[config.mk]
export PLATFORM = sky130hd
export DESIGN_NAME = npc_mem_arbiter
export DESIGN_NICKNAME = d
export VERILOG_FILES = /design/src/rtl/npc_mem_arbiter_pkg.sv /design/src/rtl/npc_arb_pick.sv /design/src/rtl/npc_mem_arbiter.sv
export SDC_FILE = /design/constraint.sdc
export NUM_CORES = 1
export LEC_CHECK = 0
export CAP_MARGIN = 30
export CORE_MARGIN = 2
export CORE_UTILIZATION = 41
export CTS_CLUSTER_DIAMETER = 120
export DETAILED_ROUTE_END_ITERATION = 12
export GPL_ROUTABILITY_DRIVEN = 0
export PLACE_DENSITY = 0.81
export REMOVE_ABC_BUFFERS = 1
export SLEW_MARGIN = 15
export SYNTH_ARGS = -nofsm -noshare
export SYNTH_HDL_FRONTEND = slang
export SYNTH_SLANG_ARGS = --single-unit
export TNS_END_PERCENT = 100
[constraint.sdc]
create_clock -name clk -period 2.25 [get_ports clk]
set_input_delay 0.3375 -clock clk [delete_from_list [all_inputs] [get_ports clk]]
set_output_delay 0.3375 -clock clk [all_outputs]
set_load 0.005 [all_outputs]
[src/rtl/npc_mem_arbiter_pkg.sv]
// Shared types and constants for the IFU/LSU SRAM-port arbiter.
package npc_mem_arbiter_pkg;

  typedef enum logic [1:0] {
    IDLE    = 2'd0,
    BUSY_IF = 2'd1,
    BUSY_LS = 2'd2,
    RESP    = 2'd3
  } arb_state_t;

  localparam logic GNT_IF = 1'b0;
  localparam logic GNT_LS = 1'b1;

  // Read data returned alongside an error (watchdog) completion.
  localparam int unsigned ERR_RDATA = 0;

endpackage

[src/rtl/npc_arb_pick.sv]
// Combinational winner select between IFU and LSU requests.
module npc_arb_pick
  import npc_mem_arbiter_pkg::*;
#(
  parameter bit RR_EN = 1'b0
) (
  input  logic if_valid,
  input  logic ls_valid,
  input  logic last_grant,
  output logic any_valid,
  output logic winner
);

  assign any_valid = if_valid | ls_valid;

  always_comb begin
    winner = GNT_IF;
    if (if_valid && ls_valid) begin
      // Round-robin hands the port to whoever did not get it last time.
      if (RR_EN) winner = (last_grant == GNT_IF) ? GNT_LS : GNT_IF;
      else       winner = GNT_LS;
    end else if (ls_valid) begin
      winner = GNT_LS;
    end
  end

endmodule

[src/rtl/npc_mem_arbiter.sv]
// Shares one SRAM port between IFU fetches and LSU accesses, one transaction
// at a time, with a watchdog that error-completes a hung SRAM access.
module npc_mem_arbiter
  import npc_mem_arbiter_pkg::*;
#(
  parameter int          ADDR_W  = 32,
  parameter int          DATA_W  = 32,
  parameter int unsigned TIMEOUT = 255,
  parameter bit          RR_EN   = 1'b0
) (
  input  logic                  clk,
  input  logic                  rst,
  input  logic                  if_valid,
  input  logic [ADDR_W-1:0]     if_addr,
  output logic                  if_ready,
  output logic [DATA_W-1:0]     if_rdata,
  output logic                  if_err,
  input  logic                  ls_valid,
  input  logic [ADDR_W-1:0]     ls_addr,
  input  logic                  ls_wen,
  input  logic [DATA_W-1:0]     ls_wdata,
  input  logic [DATA_W/8-1:0]   ls_wmask,
  output logic                  ls_ready,
  output logic [DATA_W-1:0]     ls_rdata,
  output logic                  ls_err,
  output logic                  s_valid,
  output logic [ADDR_W-1:0]     s_addr,
  output logic                  s_wen,
  output logic [DATA_W-1:0]     s_wdata,
  output logic [DATA_W/8-1:0]   s_wmask,
  input  logic                  s_ready,
  input  logic [DATA_W-1:0]     s_rdata
);

  // The timer only has to reach TIMEOUT-1.
  localparam int TIMER_W = (TIMEOUT < 2) ? 1 : $clog2(TIMEOUT);

  arb_state_t            state_reg, state_next;
  logic                  last_grant_reg, last_grant_next;
  logic [TIMER_W-1:0]    timer_reg, timer_next;
  logic                  s_valid_reg, s_valid_next;
  logic [ADDR_W-1:0]     s_addr_reg, s_addr_next;
  logic                  s_wen_reg, s_wen_next;
  logic [DATA_W-1:0]     s_wdata_reg, s_wdata_next;
  logic [DATA_W/8-1:0]   s_wmask_reg, s_wmask_next;
  logic                  if_ready_reg, if_ready_next;
  logic                  ls_ready_reg, ls_ready_next;
  logic                  if_err_reg, if_err_next;
  logic                  ls_err_reg, ls_err_next;
  logic [DATA_W-1:0]     if_rdata_reg, if_rdata_next;
  logic [DATA_W-1:0]     ls_rdata_reg, ls_rdata_next;

  logic                  any_valid;
  logic                  winner;
  logic                  timeout_hit;
  logic [DATA_W-1:0]     resp_data;

  npc_arb_pick #(.RR_EN(RR_EN)) u_pick (
    .if_valid   (if_valid),
    .ls_valid   (ls_valid),
    .last_grant (last_grant_reg),
    .any_valid  (any_valid),
    .winner     (winner)
  );

  assign timeout_hit = (TIMEOUT != 0) && (timer_reg == TIMER_W'(TIMEOUT - 1));

  always_ff @(posedge clk) begin
    if (rst) begin
      state_reg      <= IDLE;
      last_grant_reg <= GNT_IF;
      timer_reg      <= '0;
      s_valid_reg    <= 1'b0;
      s_addr_reg     <= '0;
      s_wen_reg      <= 1'b0;
      s_wdata_reg    <= '0;
      s_wmask_reg    <= '0;
      if_ready_reg   <= 1'b0;
      ls_ready_reg   <= 1'b0;
      if_err_reg     <= 1'b0;
      ls_err_reg     <= 1'b0;
      if_rdata_reg   <= '0;
      ls_rdata_reg   <= '0;
    end else begin
      state_reg      <= state_next;
      last_grant_reg <= last_grant_next;
      timer_reg      <= timer_next;
      s_valid_reg    <= s_valid_next;
      s_addr_reg     <= s_addr_next;
      s_wen_reg      <= s_wen_next;
      s_wdata_reg    <= s_wdata_next;
      s_wmask_reg    <= s_wmask_next;
      if_ready_reg   <= if_ready_next;
      ls_ready_reg   <= ls_ready_next;
      if_err_reg     <= if_err_next;
      ls_err_reg     <= ls_err_next;
      if_rdata_reg   <= if_rdata_next;
      ls_rdata_reg   <= ls_rdata_next;
    end
  end

  always_comb begin
    state_next      = state_reg;
    last_grant_next = last_grant_reg;
    timer_next      = timer_reg;
    s_valid_next    = s_valid_reg;
    s_addr_next     = s_addr_reg;
    s_wen_next      = s_wen_reg;
    s_wdata_next    = s_wdata_reg;
    s_wmask_next    = s_wmask_reg;
    if_ready_next   = 1'b0;
    ls_ready_next   = 1'b0;
    if_err_next     = 1'b0;
    ls_err_next     = 1'b0;
    if_rdata_next   = if_rdata_reg;
    ls_rdata_next   = ls_rdata_reg;
    resp_data       = s_ready ? s_rdata : DATA_W'(ERR_RDATA);

    case (state_reg)
      IDLE: begin
        if (any_valid) begin
          last_grant_next = winner;
          s_valid_next    = 1'b1;
          if (winner == GNT_LS) begin
            s_addr_next  = ls_addr;
            s_wen_next   = ls_wen;
            s_wdata_next = ls_wdata;
            s_wmask_next = ls_wmask;
            state_next   = BUSY_LS;
          end else begin
            s_addr_next  = if_addr;
            s_wen_next   = 1'b0;
            s_wdata_next = '0;
            s_wmask_next = '0;
            state_next   = BUSY_IF;
          end
        end
      end
      BUSY_IF, BUSY_LS: begin
        timer_next = timer_reg + TIMER_W'(1);
        // A real completion takes precedence over a coincident timeout.
        if (s_ready || timeout_hit) begin
          s_valid_next = 1'b0;
          state_next   = RESP;
          if (state_reg == BUSY_LS) begin
            ls_ready_next = 1'b1;
            ls_err_next   = ~s_ready;
            ls_rdata_next = resp_data;
          end else begin
            if_ready_next = 1'b1;
            if_err_next   = ~s_ready;
            if_rdata_next = resp_data;
          end
        end
      end
      RESP: begin
        timer_next = '0;
        state_next = IDLE;
      end
      default: state_next = IDLE;
    endcase
  end

  assign s_valid  = s_valid_reg;
  assign s_addr   = s_addr_reg;
  assign s_wen    = s_wen_reg;
  assign s_wdata  = s_wdata_reg;
  assign s_wmask  = s_wmask_reg;
  assign if_ready = if_ready_reg;
  assign ls_ready = ls_ready_reg;
  assign if_err   = if_err_reg;
  assign ls_err   = ls_err_reg;
  assign if_rdata = if_rdata_reg;
  assign ls_rdata = ls_rdata_reg;

endmodule

==> run metrics, run 1 <==
# placed instances 1041; GRT overflow 0; number of global-route vias before repair 5395; crit path kind flop to flop; register bit total from synthesis 148; commonest non-fill, non-tap cells in the layout 272 x clkdlybuf4s50_1, 148 x dfxtp_1, 77 x nor2_1; RSZ-0062 raised after global routing no; Site Rows 43; Finished Layout Cells 1072; Reg2Reg Depth 5; Worst-Skew Late Latency 0.41 ns; Tcrit/Tclk final 0.8035; Post-synth EDFFs 0; I/O Pins 276; CP max-delay cell nor3b_1; Synth Flop Type dfxtp_1; DP HPWL 12.39 mm; Slew Limit Fails 0; port bufs 275; antenna cells 0; Starting Density 0.4157; worst path required time 2.57 ns; status finished clean; Final #Nets 1025; Area Growth Syn to Fin 59.70%; post-CTS sizing 0; Leak 3.319 nW; Post-CTS Setup Inserts 0; antenna violations before repair 0; cts hold-fix bufs 0; Hold Path Class input pin to flop; Max Root-Sink Buffers 2; clk_skew 0.005132 ns; Sink Count 148; total routed wirelength 17.78 mm; Worst Path Arrival 2.13 ns; crit path launch state_reg[1]; crit start category flop; Cell Pwr Density 1028 nW/um^2; H-Tree Depth 4; via count 5743; drt drc 0; final hold vios 0; CTS tree yes; CTS Buf Count 17; crit path to state_reg[0]; CTS Root Cell clkbuf_16; Max stage delay on crit path 0.56 ns; Crit. End Element flop; Core Footprint 13770 sq um; FMAX 553.2 MHz; DIE HEIGHT 122.2 um; Die Area 14930 sq um; routed len/inst 16.58 um; total of max-cap violations 0; Final Setup Violations 0; commonest non-fill, non-tap cell in the layout clkdlybuf4s50_1; FF-to-FF End state_reg[0]; setup TNS 0 ns; antenna viol nets, final 0; largest net degree at the start of global routing 79; Pre-antenna DRT Iters 5; initial drt markers 606; R2R setup slack 0.44 ns; Via density 5.357; asr flop ratio synth 0; share of cells above drive strength 1 0.05157; Tot GR Track Use 0.2380; Slew HR 0.5889; post-synth cell types 35; minimum clock period 1.808 ns; r2r startpoint state_reg[1]; Post-Synthesis Cells 636; Max VDD drop 0.9306 mV; slew of the pin with the lowest slew margin 0.6153 ns; Seq/Total Area, Yosys 0.5175; CP Max Fanout 4; die span in x 122.2 um; first-pass GRT wire length 27.80 mm; crit-path cells inv_1, ha_1, nor3b_1, a21oi_1, a221oi_1; yosys warns 0; Mapped Area 5725 sq um; Mean Syn Cell Area 9.002 sq um; clock slew at reported path FFs 0.06 ns
==> synthesized netlist by cell type (4+ instances only) <==
cell type  number  area [sq um]
dfxtp_1       148          2963
a22oi_1        37         277.8
xor2_1          4         35.03
a21oi_1        69         345.3
a211oi_1       32         240.2
nor2_1         77         289.0
mux2i_1        32         320.3
ha_1            7         87.58
buf_2           9         45.04
inv_1           5         18.77
nand3_1        64         320.3
buf_1           8         30.03
o21ai_0        66         330.3
clkbuf_1       45         168.9
==> worst max-delay path: cells and delay by family (launching register included) <==
kind            cells  cell delay, ns
buf+inv             1            0.14
simple gates        1            0.56
fa+ha+maj           1            0.30
flops               1            0.32
compound gates      2            0.39
==> cell families after synthesis <==
logic type | share of synthesized area
compound gates | 0.2231
simple gates | 0.1311
flops | 0.5175
buf+inv | 0.04786
mux | 0.05594
fa+ha+maj | 0.01530
xor+xnor | 0.009178
==> stage by stage <==
stage               area, sq um  power, W  utilization  setup WS (ns)  hold slack [ns]
floorplan                  5470  0.004885            -      -0.004891           0.4037
global placement           8603  0.006755       0.6246         0.4402           0.4599
detailed placement         8603  0.006821       0.6246         0.4203           0.4664
CTS                        9144  0.009461       0.6639         0.4395           0.1996
global route               9144  0.009938       0.6639         0.3090           0.2176
finish                     9144  0.009398       0.6639         0.4422           0.2175
==> where the power goes <==
part	total, W	switching [W]	internal, W	leakage [nW]
logic	0.00340	0.00172	0.00168	1.85
registers	0.00338	0.000259	0.00313	1.21
clock network	0.00262	0.00102	0.00160	0.261
total	0.00940	0.00299	0.00640	3.32
==> per-layer routing <==
layer	vias up	share of wire	global-route usage
met5	-	0	0
met4	0	0.029	0.09770
met3	34	0.10	0.08801
met2	283	0.49	0.4019
met1	2664	0.37	0.2716
li1	2762	-	-
==> worst min path at each step <==
stage,from,endpoint,slack (ns),cells past startpoint
detailed placement,if_rdata[3],if_rdata[3],0.47,2
CTS,rst,state_reg[1],0.20,2
floorplan,rst,state_reg[1],0.40,1
global placement,ls_rdata[10],ls_rdata[10],0.46,2
finish,rst,state_reg[1],0.22,2
global route,rst,state_reg[1],0.22,2
==> layout make-up <==
class	count	area, sq um
Fill cell	1150	4629
Sequential cell	148	2963
Timing Repair Buffer	288	2900
Multi-Input combinational cell	420	2496
Clock buffer	27	493.0
Tap cell	180	225.2
Clock inverter	4	47.55
Inverter	5	18.77
Note: power is estimated with default switching activity, not from simulation.
==> run 2, diff against run 1 <==
--- a/config.mk
+++ b/config.mk
@@ -7,11 +7,11 @@
 export LEC_CHECK = 0
 export CAP_MARGIN = 30
 export CORE_MARGIN = 2
-export CORE_UTILIZATION = 41
+export CORE_UTILIZATION = 37
 export CTS_CLUSTER_DIAMETER = 120
 export DETAILED_ROUTE_END_ITERATION = 12
 export GPL_ROUTABILITY_DRIVEN = 0
-export PLACE_DENSITY = 0.81
+export PLACE_DENSITY = 0.77
 export REMOVE_ABC_BUFFERS = 1
 export SLEW_MARGIN = 15
 export SYNTH_ARGS = -nofsm -noshare
==> constraint.sdc (replaced) <==
create_clock -name clk -period 1.5 [get_ports clk]
set_input_delay 0.225 -clock clk [delete_from_list [all_inputs] [get_ports clk]]
set_output_delay 0.225 -clock clk [all_outputs]
set_load 0.005 [all_outputs]
==> run 2 against run 1 <==
Against the previous run: the flow now finishes with violations (negative setup slack); critical path depth rose by 1; largest power group unchanged; hold slack got worse by 0.063 ns; largest cell class is now non-clock buffers; first-iteration DRC count fell by 44%; register-to-register slack got worse by 0.44 ns; global-route usage fell by 2.5 points; combinational power rose by 63%; core utilization fell by 2.9 points; sequential share of layout area fell by 1.5 points; total power rose by 58%.
==> run metrics, run 2 (synthesis gave the netlist of run 1 again) <==
Final #Nets 1052 (+2.6%); crit-path cells and4_4, a41oi_4, buf_12, buf_6, a21o_1, a221oi_2; worst path required time 1.82 ns (-0.75 ns); Worst Path Arrival 1.83 ns (-0.30 ns); Max stage delay on crit path 0.34 ns (-0.22 ns); total routed wirelength 18.68 mm (+5.1%); crit start category flop; clock slew at reported path FFs 0.06 ns (about the same); Tcrit/Tclk final 1.001 (+0.1978); P_sw 0.004783 W (+60%); die span in x 128.4 um (+5.1%); antenna cells 0 (unchanged); Pre-antenna DRT Iters 5 (unchanged); Sw Ratio 0.3229 (+0.004278); Cell Pwr Density 1540 nW/um^2 (+50%); I/O Pins 276 (unchanged); Pint 0.01003 W (+57%); Slew Limit Fails 0 (unchanged); Flop pwr share 0.341 (-0.019); Max VDD drop 1.345 mV (+45%); Core Footprint 15150 sq um (+10%); minimum clock period 1.502 ns (-0.3059 ns); Tot GR Track Use 0.2131 (-0.02489); # placed instances 1072 (+3.0%); FMAX 665.8 MHz (+20%); Sink Count 148 (unchanged); Max Root-Sink Buffers 2 (unchanged); Clk pwr share 0.285 (+0.007); antenna viol nets, final 0 (unchanged); drt drc 0 (unchanged); CTS tree yes; commonest non-fill, non-tap cells in the layout 150 x clkdlybuf4s50_1, 142 x dfxtp_1, 77 x nor2_1; commonest non-fill, non-tap cell in the layout clkdlybuf4s50_1; share of cells above drive strength 1 0.09586 (+0.04429); Die Area 16490 sq um (+10%); status finished with violations; cts hold-fix bufs 0 (unchanged); routed len/inst 16.89 um (+1.8%); largest net degree at the start of global routing 66 (-16%); RSZ-0062 raised after global routing yes; Comb power frac 0.374 (+0.013); H-Tree Depth 4 (unchanged); Starting Density 0.3780 (-0.03767); CTS Root Cell clkbuf_16; final hold vios 0 (unchanged); clk_skew 0.01013 ns (+0.005001 ns); DP HPWL 12.64 mm (+2.1%); antenna violations before repair 0 (unchanged); Finished Layout Cells 1106 (+3.2%); setup TNS -0.001906 ns (-0.001906 ns); Slew HR 0.7341 (+0.1452); DIE HEIGHT 128.4 um (+5.1%); total of max-cap violations 0 (unchanged); CTS Buf Count 17 (unchanged); first-pass GRT wire length 27.68 mm (-0.42%); Worst-Skew Late Latency 0.42 ns (about the same); initial drt markers 340 (-44%); Crit. End Element flop; fillers 1258 (+9.4%); Leak 4.744 nW (+43%); Final WS setup -0.001906 ns (-0.4441 ns); failing checks negative setup slack; via count 5739 (-0.070%); Final Setup Violations 1 (+1); number of global-route vias before repair 5323 (-1.3%); Via density 5.189 (-3.1%); Site Rows 45 (+4.7%); Area Growth Syn to Fin 68.05%; CP max-delay cell dfxtp_2; port bufs 275 (unchanged); crit path kind flop to flop; GRT overflow 0 (unchanged); CP Max Fanout 4 (unchanged); Hold Path Class input pin to flop; slew of the pin with the lowest slew margin 0.3934 ns (-0.2220 ns)
[run 2: cell types whose count changed in the layout (fill, tap and decap cells not counted), sizes merged, moves of 3 or more]
cell,previous run,this run
clkdlybuf4s50,272,150
buf,16,40
dlygate4sd2,0,67
dlymetal6s2s,0,55
clkbuf,27,24
clkinv,2,5
[run 2: power by group through the flow]
stage,clock [W],sequential (W),combinational (W)
after global placement,0,0.00511,0.00550
after floorplan,0,0.00518,0.00215
after global routing,0.00444,0.00513,0.00604
after CTS,0.00428,0.00505,0.00539
after detailed placement,0,0.00513,0.00555
final,0.00422,0.00505,0.00555
[run 2: worst paths after layout]
kind	from	endpoint	slack, ns	depth (start not counted)
min	rst	s_wdata[21]	0.15	2
min reg2reg	ls_rdata[2]	ls_rdata[2]	0.47	2
max reg2reg	timer_reg[5]	state_reg[0]	-0.002	6
max	timer_reg[5]	state_reg[0]	-0.002	6
[run 2: per-stage QoR]
| stage | hold slack (ns) | power, W | util | cell area (sq um) | setup WS (ns) |
|---|---|---|---|---|---|
| final | 0.1541 | 0.01482 | 0.6353 | 9622 | -0.001906 |
| after global routing | 0.1489 | 0.01560 | 0.6353 | 9622 | -0.05670 |
| after CTS | 0.1429 | 0.01472 | 0.6187 | 9370 | -0.02361 |
| after detailed placement | 0.4666 | 0.01068 | 0.5842 | 8848 | -0.08910 |
| after global placement | 0.4603 | 0.01061 | 0.5842 | 8848 | 0.03189 |
| after floorplan | 0.2912 | 0.007324 | - | 5470 | -0.7549 |
[run 2: layout make-up]
| type | count | area, sq um | share of cell area |
|---|---|---|---|
| timing repair buffer | 315 | 3296 | 0.3425 |
| sequential | 148 | 2970 | 0.3087 |
| multi-input combinational | 420 | 2530 | 0.2629 |
| clock buffer | 21 | 440.4 | 0.04577 |
| tap | 188 | 235.2 | 0.02445 |
| clock inverter | 9 | 131.4 | 0.01365 |
| inverter | 5 | 18.77 | 0.001951 |
[run 2: layer usage]
| metal | vias up | part of all wire | GRT usage |
|---|---|---|---|
| met1 | 2639 | 0.40 | 0.2499 |
| met3 | 31 | 0.092 | 0.07277 |
| li1 | 2819 | - | - |
| met4 | 0 | 0.028 | 0.08727 |
| met2 | 250 | 0.48 | 0.3583 |
| met5 | - | 0 | 0 |
[run 2: what timing repair did]
action | CTS | global route
pin swaps | 2 | 9
buffers inserted | 0 | 1
resized for setup | 77 | 99
cloned | 0 | 3
setup endpoints to repair | 93 | 148
hold endpoints to repair | 0 | 0
[run 2: worst max-delay path: cells and delay by family (launching register included)]
family          cells  cell delay (ns)
compound gates      3             0.53
buf+inv             2             0.27
simple gates        1             0.26
flops               1             0.34
